==> config.mk <==
export PLATFORM = sky130hd
export DESIGN_NAME = mux_arb_nxw
export DESIGN_NICKNAME = d
export VERILOG_FILES = /design/src/rtl/mux_arb_nxw.sv
export SDC_FILE = /design/constraint.sdc
export NUM_CORES = 1
export LEC_CHECK = 0
export CAP_MARGIN = 20
export CORE_MARGIN = 1
export CORE_UTILIZATION = 40
export CTS_BUF_LIST = sky130_fd_sc_hd__clkbuf_4 sky130_fd_sc_hd__clkbuf_8 sky130_fd_sc_hd__clkbuf_16
export DETAILED_ROUTE_END_ITERATION = 10
export HOLD_SLACK_MARGIN = 0.1
export PLACE_DENSITY = 0.88
export SETUP_SLACK_MARGIN = 0.1
export SLEW_MARGIN = 25
export SYNTH_ARGS = -nofsm -noshare
export SYNTH_HDL_FRONTEND = slang
export SYNTH_SLANG_ARGS = --single-unit
==> constraint.sdc <==
create_clock -name clk -period 2.55 [get_ports clk]
set_clock_uncertainty 0.05 [all_clocks]
set_input_delay 0.51 -clock clk [delete_from_list [all_inputs] [get_ports clk]]
set_output_delay 0.51 -clock clk [all_outputs]
set_load 0.005 [all_outputs]
==> src/rtl/mux_arb_nxw.sv <==
// mux_arb_nxw: registered N-channel multiplexer with valid/ready handshake.
// The source is picked at runtime: mode=0 uses the external select, and
// mode=1 uses round-robin arbitration. A single output register stage sits
// between the producers and one consumer. Throughput is one word per cycle.
//
// Ports:
//   clk        rising-edge clock
//   reset      asynchronous, active-high reset
//   mode       0 = fixed select via sel, 1 = round-robin
//   sel        channel index in mode 0; values >= NCH grant nothing
//   in_data    packed channel data, channel i at [i*WIDTH +: WIDTH]
//   in_valid   per-channel valid
//   in_ready   per-channel ready (one-hot or zero)
//   out_data   registered data word
//   out_chan   index of the channel that produced out_data
//   out_valid  output register holds a word
//   out_ready  consumer accepts the word
module mux_arb_nxw #(
  parameter int WIDTH = 8,
  parameter int NCH   = 4,
  parameter int SELW  = 2
) (
  input  logic                 clk,
  input  logic                 reset,
  input  logic                 mode,
  input  logic [SELW-1:0]      sel,
  input  logic [NCH*WIDTH-1:0] in_data,
  input  logic [NCH-1:0]       in_valid,
  output logic [NCH-1:0]       in_ready,
  output logic [WIDTH-1:0]     out_data,
  output logic [SELW-1:0]      out_chan,
  output logic                 out_valid,
  input  logic                 out_ready
);

  logic [WIDTH-1:0] out_data_q,  out_data_d;
  logic [SELW-1:0]  out_chan_q,  out_chan_d;
  logic             out_valid_q, out_valid_d;
  logic [SELW-1:0]  rr_ptr_q,    rr_ptr_d;

  logic             load_en;
  logic             gnt_any;
  logic [SELW-1:0]  gnt_idx;
  logic [NCH-1:0]   gnt;
  logic [WIDTH-1:0] gnt_data;
  logic [SELW-1:0]  ptr_nxt;

  // The output register can take a word when it is empty or drained this cycle.
  assign load_en = !out_valid_q | out_ready;

  // Candidate selection. This depends only on mode, sel, in_valid and rr_ptr.
  // The data word never feeds the grant.
  always_comb begin
    gnt_any = 1'b0;
    gnt_idx = '0;
    if (!mode) begin
      for (int i = 0; i < NCH; i++)
        if (sel == SELW'(i) && in_valid[i]) begin
          gnt_any = 1'b1;
          gnt_idx = SELW'(i);
        end
    end else begin
      // Scan in priority order rr_ptr, rr_ptr+1, ... with wrap-around.
      // The first valid channel found wins.
      for (int k = 0; k < NCH; k++)
        for (int i = 0; i < NCH; i++)
          if (!gnt_any && i == (int'(rr_ptr_q) + k) % NCH && in_valid[i]) begin
            gnt_any = 1'b1;
            gnt_idx = SELW'(i);
          end
    end
  end

  // Decode the winning index into a one-hot grant, its data and the next pointer.
  always_comb begin
    gnt      = '0;
    gnt_data = '0;
    ptr_nxt  = rr_ptr_q;
    for (int i = 0; i < NCH; i++)
      if (gnt_any && gnt_idx == SELW'(i)) begin
        gnt[i]   = 1'b1;
        gnt_data = in_data[i*WIDTH +: WIDTH];
        ptr_nxt  = SELW'((i + 1) % NCH);
      end
  end

  assign in_ready = load_en ? gnt : '0;

  always_comb begin
    out_valid_d = out_valid_q;
    out_data_d  = out_data_q;
    out_chan_d  = out_chan_q;
    rr_ptr_d    = rr_ptr_q;
    if (load_en) begin
      // Drain without refill clears valid. Data and chan keep their last word.
      out_valid_d = gnt_any;
      if (gnt_any) begin
        out_data_d = gnt_data;
        out_chan_d = gnt_idx;
        if (mode) rr_ptr_d = ptr_nxt;
      end
    end
  end

  always_ff @(posedge clk or posedge reset) begin
    if (reset) begin
      out_valid_q <= 1'b0;
      out_data_q  <= '0;
      out_chan_q  <= '0;
      rr_ptr_q    <= '0;
    end else begin
      out_valid_q <= out_valid_d;
      out_data_q  <= out_data_d;
      out_chan_q  <= out_chan_d;
      rr_ptr_q    <= rr_ptr_d;
    end
  end

  assign out_data  = out_data_q;
  assign out_chan  = out_chan_q;
  assign out_valid = out_valid_q;

endmodule

* Yosys cells after proc, flatten, opt, wreduce, memory -nomap -nowiden
Index checks and enable logic that the tools add are counted.
** Word-level totals
- Bits in registers :: 13
- Input bits :: 42
- Output and inout bits :: 15
** Operators by class
- $add $sub $neg :: 3
- Equal/unequal tests :: 18
- Muxes and demuxes :: 68
- Bitwise operators :: 4
- Reductions and logical operators :: 67
** Operator list (number)
- zero test 32 bit :: 4
- two-way mux 1 bit :: 42
- two-way mux 2 bit :: 21
- logical AND 1 bit :: 39
- two-way mux 8 bit :: 4
- == test 3 bit, first input constant :: 6
- zero test 1 bit :: 16
- == test 2 x 3 -> 1 bit, first input constant :: 3
- == test 2 bit, second input constant :: 4
- OR reduction 2 bit :: 3
- adder 2 bit, second input constant :: 2
- == test 2 x 1 -> 1 bit, second input constant :: 2
- == test 2 bit, first input constant :: 2
- zero test 2 bit :: 2
- two-way mux 4 bit :: 1
- AND reduction 4 bit :: 1
- nonzero test 4 bit :: 1
- bitwise AND 1 bit, first input constant :: 3
- adder 2 x 1 -> 2 bit, second input constant :: 1
- == test 1 x 2 -> 1 bit, first input constant :: 1
- AND reduction 2 bit :: 1
- bitwise OR 1 bit :: 1

* Longest topological paths before layout
Gate-level depths: netlist (run 1).
- Depth after elaboration :: 85
- Mapped depth :: 7

* Worst setup path before layout (run 1)
OpenSTA, ideal clock, no wires.
- Path kind :: in2out
- Start point :: input port in_valid[3]
- End point :: output port in_ready[2]
- Arrival time :: 1.793 ns
- Required time :: 1.990 ns
- Setup slack :: 0.197 ns
- Cell stages on the path :: 7
- Buffers on the path :: 2
- Cell sequence :: buf_2 -> or4_1 -> mux2i_1 -> a21o_1 -> buf_4 -> or2_1 -> nor2_1
** Between the ends
- Word-level cells in the longest chain between the ends :: 67
- Elaborated cells on any way between the ends :: 84
- Classes of those cells :: eq/ne: 1; mux: 44; reduce/logical: 39
** RTL lines
- start, declared :: RTL line 28 : input logic [NCH-1:0] in_valid,
- logical AND 1 bit :: RTL line 67 : if (!gnt_any && i == (int'(rr_ptr_q) + k) % NCH && in_valid[i]) begin
- two-way mux 1 bit :: RTL line 67
- two-way mux 1 bit :: RTL line 56 : if (!mode) begin
- zero test 1 bit :: RTL line 67
- logical AND 1 bit (2 in a row) :: RTL line 67
- two-way mux 1 bit :: RTL line 67
- two-way mux 1 bit :: RTL line 56
- zero test 1 bit :: RTL line 67
- [... 49 more ...]
- zero test 1 bit :: RTL line 67
- logical AND 1 bit (2 in a row) :: RTL line 67
- two-way mux 2 bit :: RTL line 67
- two-way mux 2 bit :: RTL line 56
- == test 2 bit :: RTL line 80 : if (gnt_any && gnt_idx == SELW'(i)) begin
- logical AND 1 bit * :: RTL line 80
- two-way mux 1 bit * :: RTL line 80
- two-way mux 4 bit * :: RTL line 87 : assign in_ready = load_en ? gnt : '0;
- end, declared :: RTL line 29 : output logic [NCH-1:0] in_ready,
Mark *: on every way between the ends. The rest lies on a longest branch, timed or not. The select of a mux whose other input is x is not followed.

* Worst setup path in the final report (run 1)
- Start point :: register rr_ptr_q[0]
- End point :: output port in_ready[3]
** Between the ends
- Word-level cells in the longest chain between the ends :: 83
- Elaborated cells on any way between the ends :: 123
- Classes of those cells :: add/sub: 3; eq/ne: 13; mux: 50; bitwise: 3; reduce/logical: 54
** RTL lines
- start, declared :: RTL line 39 : logic [SELW-1:0] rr_ptr_q, rr_ptr_d;
- start signal, assigned :: RTL line 115 : rr_ptr_q <= rr_ptr_d;
- zero test 32 bit :: RTL line 67
- logical AND 1 bit :: RTL line 67
- two-way mux 1 bit :: RTL line 67
- two-way mux 1 bit :: RTL line 56
- zero test 1 bit :: RTL line 67
- logical AND 1 bit (2 in a row) :: RTL line 67
- two-way mux 1 bit :: RTL line 67
- two-way mux 1 bit :: RTL line 56
- [... 65 more ...]
- zero test 1 bit :: RTL line 67
- logical AND 1 bit (2 in a row) :: RTL line 67
- two-way mux 2 bit :: RTL line 67
- two-way mux 2 bit :: RTL line 56
- == test 2 bit :: RTL line 80
- logical AND 1 bit * :: RTL line 80
- two-way mux 1 bit * :: RTL line 80
- two-way mux 4 bit * :: RTL line 87
Marks and branches as above.

==> flow_metrics.env, run 1 <==
export IMPL_status="finished, final reports clean"
export IMPL_cts_inserted_buffers=3
export IMPL_grt_use_total_pct=28.1
export IMPL_cts_sinks=13
export IMPL_cp_start_kind="register"
export IMPL_r2r_end="out_data[6]"
export IMPL_min_period_over_period_pct=98.8
export IMPL_postSynthCellCount=134
export IMPL_slew_headroom_pct=65.8
export IMPL_vias=1496
export IMPL_routed_wl_microns=4120
export IMPL_use_met2_pct=47.8
export IMPL_use_met1_pct=34.1
export IMPL_ctsHoldBuffers=0
export IMPL_synth_yosys_warnings=0
export IMPL_cp_arrival_ps=1960
export IMPL_drt_pass1_iterations=4
export IMPL_num_rows=18
export IMPL_vias_per_cell=6.03
export IMPL_pre_cts_ws_ps=-691
export IMPL_cts_root_buf="clkbuf_4"
export IMPL_portBuffers=56
export IMPL_grt_max_degree=15
export IMPL_synth_nets=176
export IMPL_htreeDepth=1
export IMPL_tritoncts="yes"
export IMPL_synth_cell_types=36
export IMPL_routedWlPerCell_microns=16.6
export IMPL_fmax_mhz=397
export IMPL_gp_congestion=0.851
export IMPL_vdd_drop_max_uv=498
export IMPL_top_usage_layer="met2"
export IMPL_syn_to_final_growth_pct=78.2
export IMPL_grt_use_met3_pct=4.64
export IMPL_fin_ws_ps=30.5
export IMPL_grt_pass1_vias=1426
export IMPL_critPathLaunch="rr_ptr_q[0]"
export IMPL_num_antenna_cells=0
export IMPL_fp_dieW_microns=55.0
export IMPL_reg2reg_slack_ps=280
export IMPL_ys_seq_area_share_pct=28.9
export IMPL_hpwlAfterDp_microns=2950
export IMPL_grt_ovfl_total=0
export IMPL_required_ps=1990
export IMPL_tightest_slew_ps=512
export IMPL_synth_top_area_cell="dfrtp_1"
export IMPL_dieArea_sq_mm=0.00303
export IMPL_die_height_microns=55.0
export IMPL_yosysTopAreaCellShare_pct=28.9
export IMPL_drc=0
export IMPL_drive_above_1_share_pct=28.4
export IMPL_syn_avg_cell_area_sq_um=8.39
export IMPL_rsz0062_at_grt="yes"
export IMPL_yosys_top_cells_area="dfrtp_1 29%, a311oi_1 11%, o31ai_1 6.7%"
export IMPL_crit_reg2reg_launch="rr_ptr_q[0]"
export IMPL_first_iter_violations=52
export IMPL_worstHoldPathType="reg2reg"
export IMPL_path_clk_slew_ps=90
export IMPL_powerDensity_mw_per_mm2=524
export IMPL_ioPinCount=57
export IMPL_leakagePower_nw=0.906
export IMPL_final_nets=261
export IMPL_core_area_sq_mm=0.00257
export IMPL_clock_latency_ps=290
export IMPL_cap_violations=0
export IMPL_hold_viol=0
export IMPL_synth_area_sq_mm=0.00112
export IMPL_drtAntennaViolNets=0
export IMPL_start_util_pct=43.8
export IMPL_final_util_pct=78.1
export IMPL_criticalPathCategory="reg2out"
export IMPL_endpoint="in_ready[3]"
export IMPL_clock_path_buffers=2
export IMPL_ys_seq_elements=13
export IMPL_setup_viol=0
export IMPL_antenna_found_initial=0
export IMPL_grt_pass1_wl_microns=6080
export IMPL_slew_violations=0
export IMPL_worstRegToRegCells=8
export IMPL_fin_crit_ps=2520
export IMPL_worstSetupEndpointType="output pin"
export IMPL_worstPathMaxFanout=3
==> kinds of logic (layout without fill, tap and decap cells) <==
logic type	after synthesis	in the layout	synth area share, %
AOI/OAI and AO/OA	53	53	39.0
buffers and inverters	30	114	11.6
DFF	13	13	28.9
muxes	5	5	5.67
and+or+nand+nor	33	33	14.8
==> synth_stat cells <==
master / n
a21o_1: 3
and2b_1: 1
or4_1: 1
o31ai_1: 10
nor2_1: 6
a21oi_1: 3
mux4_2: 1
mux2_2: 1
a31o_1: 1
nand3_1: 1
a2111oi_1: 7
a311oi_1: 14
buf_6: 1
mux2i_1: 3
dfrtp_1: 13
nor3_1: 1
a221oi_1: 7
nor2b_1: 2
nand2_1: 15
a211oi_1: 1
buf_2: 5
inv_1: 18
a222oi_1: 1
nand2b_1: 1
a211o_1: 1
nand4b_1: 1
nor3b_1: 1
a21bo_1: 1
o21ai_1: 2
or2_1: 1
nor4b_2: 1
a21oi_2: 1
clkbuf_1: 5
buf_4: 1
and3_1: 1
o31a_1: 1
==> state kept, by name (all words and copies together) (netlist names) <==
register   flops
rr_ptr_q       2
out_valid      1
out_chan       2
out_data       8
==> cells in the final DEF (no fill, tap or decap), types with 2 or more instances in the layout <==
cell             synthesis  layout
clkdlybuf4s50_1          0      45
buf_4                    1      35
inv_1                   18      18
nand2_1                 15      15
a311oi_1                14      14
dfrtp_1                 13      13
o31ai_1                 10       9
a221oi_1                 7       7
a2111oi_1                7       7
clkbuf_4                 0       4
buf_2                    5       4
a21o_1                   3       3
nor2_1                   6       3
a21oi_1                  3       3
buf_6                    1       3
o21ai_1                  2       2
mux2i_1                  3       2
nor2_2                   0       2
buf_8                    0       2
==> how the worst min path moves through the flow <==
stage                            from     endpoint  slack, ps  cells after the start
final                     out_data[3]  out_data[3]        440                      2
after CTS                 out_data[3]  out_data[3]        450                      2
after detailed placement  out_data[3]  out_data[3]        430                      2
after global placement    out_data[2]  out_data[2]        410                      2
after floorplan                 reset  out_chan[0]        340                      1
after global routing      out_data[3]  out_data[3]        480                      2
==> metrics by stage <==
stage / power (mW) / area, sq um / hold WS [ps] / std cells / setup TNS (ps)
after floorplan: 0.541 / 1120 / 337 / 134 / 0
after global placement: 0.814 / 1830 / 412 / 231 / -3110
after detailed placement: 0.833 / 1830 / 428 / 231 / -4110
after CTS: 1.00 / 1930 / 445 / 244 / 0
after global routing: 1.10 / 2000 / 480 / 248 / -9.93
final: 1.05 / 2000 / 443 / 248 / 0
==> per-layer routing <==
| metal | vias up | wire, microns | share of wire [%] |
|---|---|---|---|
| met3 | 13 | 257 | 6.2 |
| met2 | 78 | 2090 | 51 |
| met1 | 716 | 1660 | 40 |
| li1 | 689 | - | - |
| met5 | - | 0 | 0 |
| met4 | 0 | 110 | 2.7 |
==> cell type report <==
class	instances	area (sq um)
Timing Repair Buffer	92	822
Multi-Input combinational cell	91	722
Fill cell	165	563
Sequential cell	13	325
Inverter	18	67.6
Tap cell	30	37.5
Clock buffer	4	30.0
==> repair_timing <==
item | in CTS | in global routing
setup endpoints to repair | 5 | 4
pin swaps | 8 | 3
buffers inserted | 9 | 4
resized for setup | 47 | 13
hold endpoints to repair | 0 | 0
==> report_power, final <==
group / switching, mW / internal [mW] / total, mW
registers: 0.0380 / 0.263 / 0.301
logic: 0.261 / 0.337 / 0.598
clock network: 0.0790 / 0.0715 / 0.151
==> critical path, cell delays in order (launching register included) <==
cell and delay [ps]:
dfrtp_1 380, a21bo_1 210, a211o_1 260, a31o_1 210
or2_1 290, buf_6 140, nor2_2 60, buf_2 120
Note: power is estimated with default switching activity, not from simulation.
==> inputs of run 2 (changes only) <==
- clock period: 2.55 -> 2.8 ns (I/O delays scaled with it)
==> run 2 against run 1 <==
  * Sequential power down 8.3%
  * Setup slack better by 73 ps
  * Non-clock buffer count down 12
  * Critical path depth unchanged
  * Global-route usage down 1.2 points
  * Die area unchanged
  * Combinational power down 17%
  * Count of clock-buffer cells in the layout unchanged
  * Via count down 5.4%
  * Flip-flop and latch count unchanged
  * Critical path type is now in2out
==> flow_metrics.env, run 2 (synthesis gave the netlist of run 1 again) <==
export IMPL_status="finished, final reports clean"
export IMPL_tightest_slew_ps=483
export IMPL_placed_cell_area_sq_mm=0.00180
export IMPL_portBuffers=56
export IMPL_vias=1415
export IMPL_htreeDepth=1
export IMPL_leakagePower_nw=0.838
export IMPL_routedWlPerCell_microns=16.3
export IMPL_largest_reg_flops=8
export IMPL_vias_per_cell=6.00
export IMPL_grt_max_degree=15
export IMPL_fmax_mhz=371
export IMPL_required_ps=2190
export IMPL_drt_pass1_iterations=5
export IMPL_intPower_mw=0.582
export IMPL_path_clk_slew_ps=70
export IMPL_min_to="out_data[2]"
export IMPL_drtAntennaViolNets=0
export IMPL_tritoncts="yes"
export IMPL_hpwlAfterDp_microns=2920
export IMPL_cp_start_kind="input pin"
export IMPL_worstHoldPathType="reg2reg"
export IMPL_powerDensity_mw_per_mm2=483
export IMPL_p_switching_mw=0.320
export IMPL_worstRegToRegCells=7
export IMPL_instances_no_fill=236
export IMPL_min_period_over_period_pct=96.3
export IMPL_min_from="out_data[2]"
export IMPL_core_area_sq_mm=0.00257
export IMPL_worstSetupEndpointType="output pin"
export IMPL_die_height_microns=55.0
export IMPL_grt_ovfl_total=0
export IMPL_layout_common_cells="45 x clkdlybuf4s50_1, 24 x buf_4, 18 x inv_1"
export IMPL_fin_crit_ps=2700
export IMPL_syn_to_final_growth_pct=66.0
export IMPL_clock_path_buffers=2
export IMPL_cp_arrival_ps=2090
export IMPL_slew_violations=0
export IMPL_grt_pass1_vias=1311
export IMPL_ctsHoldBuffers=0
export IMPL_num_antenna_cells=0
export IMPL_final_nets=249
export IMPL_dieArea_sq_mm=0.00303
export IMPL_rsz0062_at_grt="yes"
export IMPL_slew_headroom_pct=67.8
export IMPL_cap_violations=0
export IMPL_clock_latency_ps=290
export IMPL_drc=0
export IMPL_criticalPathCategory="in2out"
export IMPL_setup_viol=0
export IMPL_routed_wl_microns=3850
export IMPL_final_common_cell="clkdlybuf4s50_1"
export IMPL_grt_use_total_pct=26.9
export IMPL_fp_dieW_microns=55.0
export IMPL_drive_above_1_share_pct=20.9
export IMPL_dp_cells=227
export IMPL_vdd_drop_max_uv=320
export IMPL_ioPinCount=57
export IMPL_holdPathStages=2
export IMPL_gp_congestion=0.879
export IMPL_antenna_found_initial=0
export IMPL_combPwrFrac_pct=55.0
export IMPL_worstPathMaxFanout=5
export IMPL_num_rows=18
export IMPL_pwr_share_clk_pct=14.4
export IMPL_power_share_sequential_pct=30.6
export IMPL_r2r_end="out_data[5]"
export IMPL_hold_viol=0
export IMPL_start_util_pct=43.8
export IMPL_cts_root_buf="clkbuf_4"
export IMPL_first_iter_violations=48
export IMPL_cts_sinks=13
export IMPL_grt_pass1_wl_microns=5720
export IMPL_power_mw=0.902
export IMPL_reg2reg_slack_ps=580
export IMPL_swShare_pct=35.5
export IMPL_finalSetupTns_ps=0
export IMPL_stdcell_area_sq_mm=0.00187
export IMPL_crit_reg2reg_launch="rr_ptr_q[0]"
export IMPL_cts_inserted_buffers=3
## run 2: changes by cell type in the layout (fill, tap and decap cells not counted), sizes merged
cell           change
clkdlybuf4s15      +2
dlygate4sd2        +1
buf               -15
## run 2: per-stage QoR
step                      utilization [%]  hold WS (ps)  setup WS (ps)
after floorplan                         -           387            347
after global placement               70.2           413           -476
after detailed placement             70.2           426           -532
after CTS                            71.9           443            123
after global routing                 72.7           474           51.0
final                                72.7           443            103
## run 2: worst max-delay path: stages
cell           delay, ps
buf_2                120
or4_4                540
mux2i_2              200
a21o_1               210
or2_4                170
nor2_2                40
dlygate4sd2_1        260
## run 2: area by class of cell
type / instances / area, sq um
Tap cell: 30 / 37.5
Inverter: 18 / 67.6
Sequential cell: 13 / 325
Clock buffer: 4 / 30.0
Fill cell: 198 / 701
Timing Repair Buffer: 80 / 708
Multi-Input combinational cell: 91 / 698
## run 2: repair_timing
| action | in CTS | in global routing |
|---|---|---|
| buffers inserted | 3 | 2 |
| pin swaps | 3 | 1 |
| resized for setup | 30 | 7 |
| endpoints found under the setup margin | 4 | 4 |
## run 2: worst max-delay path by stage
stage	slack (ps)	end	from
after floorplan	350	in_ready[2]	in_valid[3]
after global placement	-480	in_ready[2]	in_valid[2]
after detailed placement	-530	in_ready[2]	in_valid[2]
after CTS	120	in_ready[2]	in_valid[0]
after global routing	50	in_ready[2]	in_valid[0]
final	100	in_ready[2]	in_valid[0]
## run 2: metal layers
layer / up-vias / track usage [%] / wire length (microns)
li1: 664 / - / -
met1: 687 / 31.8 / 1510
met2: 57 / 48.2 / 2080
met3: 7 / 4.37 / 201
met4: 0 / 10.4 / 64
met5: - / 0 / 0
## run 2: power groups by stage
stage / registers, mW / clock network (mW) / logic, mW
after global routing: 0.280 / 0.143 / 0.535
after floorplan: 0.277 / 0 / 0.216
after detailed placement: 0.277 / 0 / 0.471
after global placement: 0.276 / 0 / 0.457
after CTS: 0.275 / 0.130 / 0.481
final: 0.276 / 0.130 / 0.496
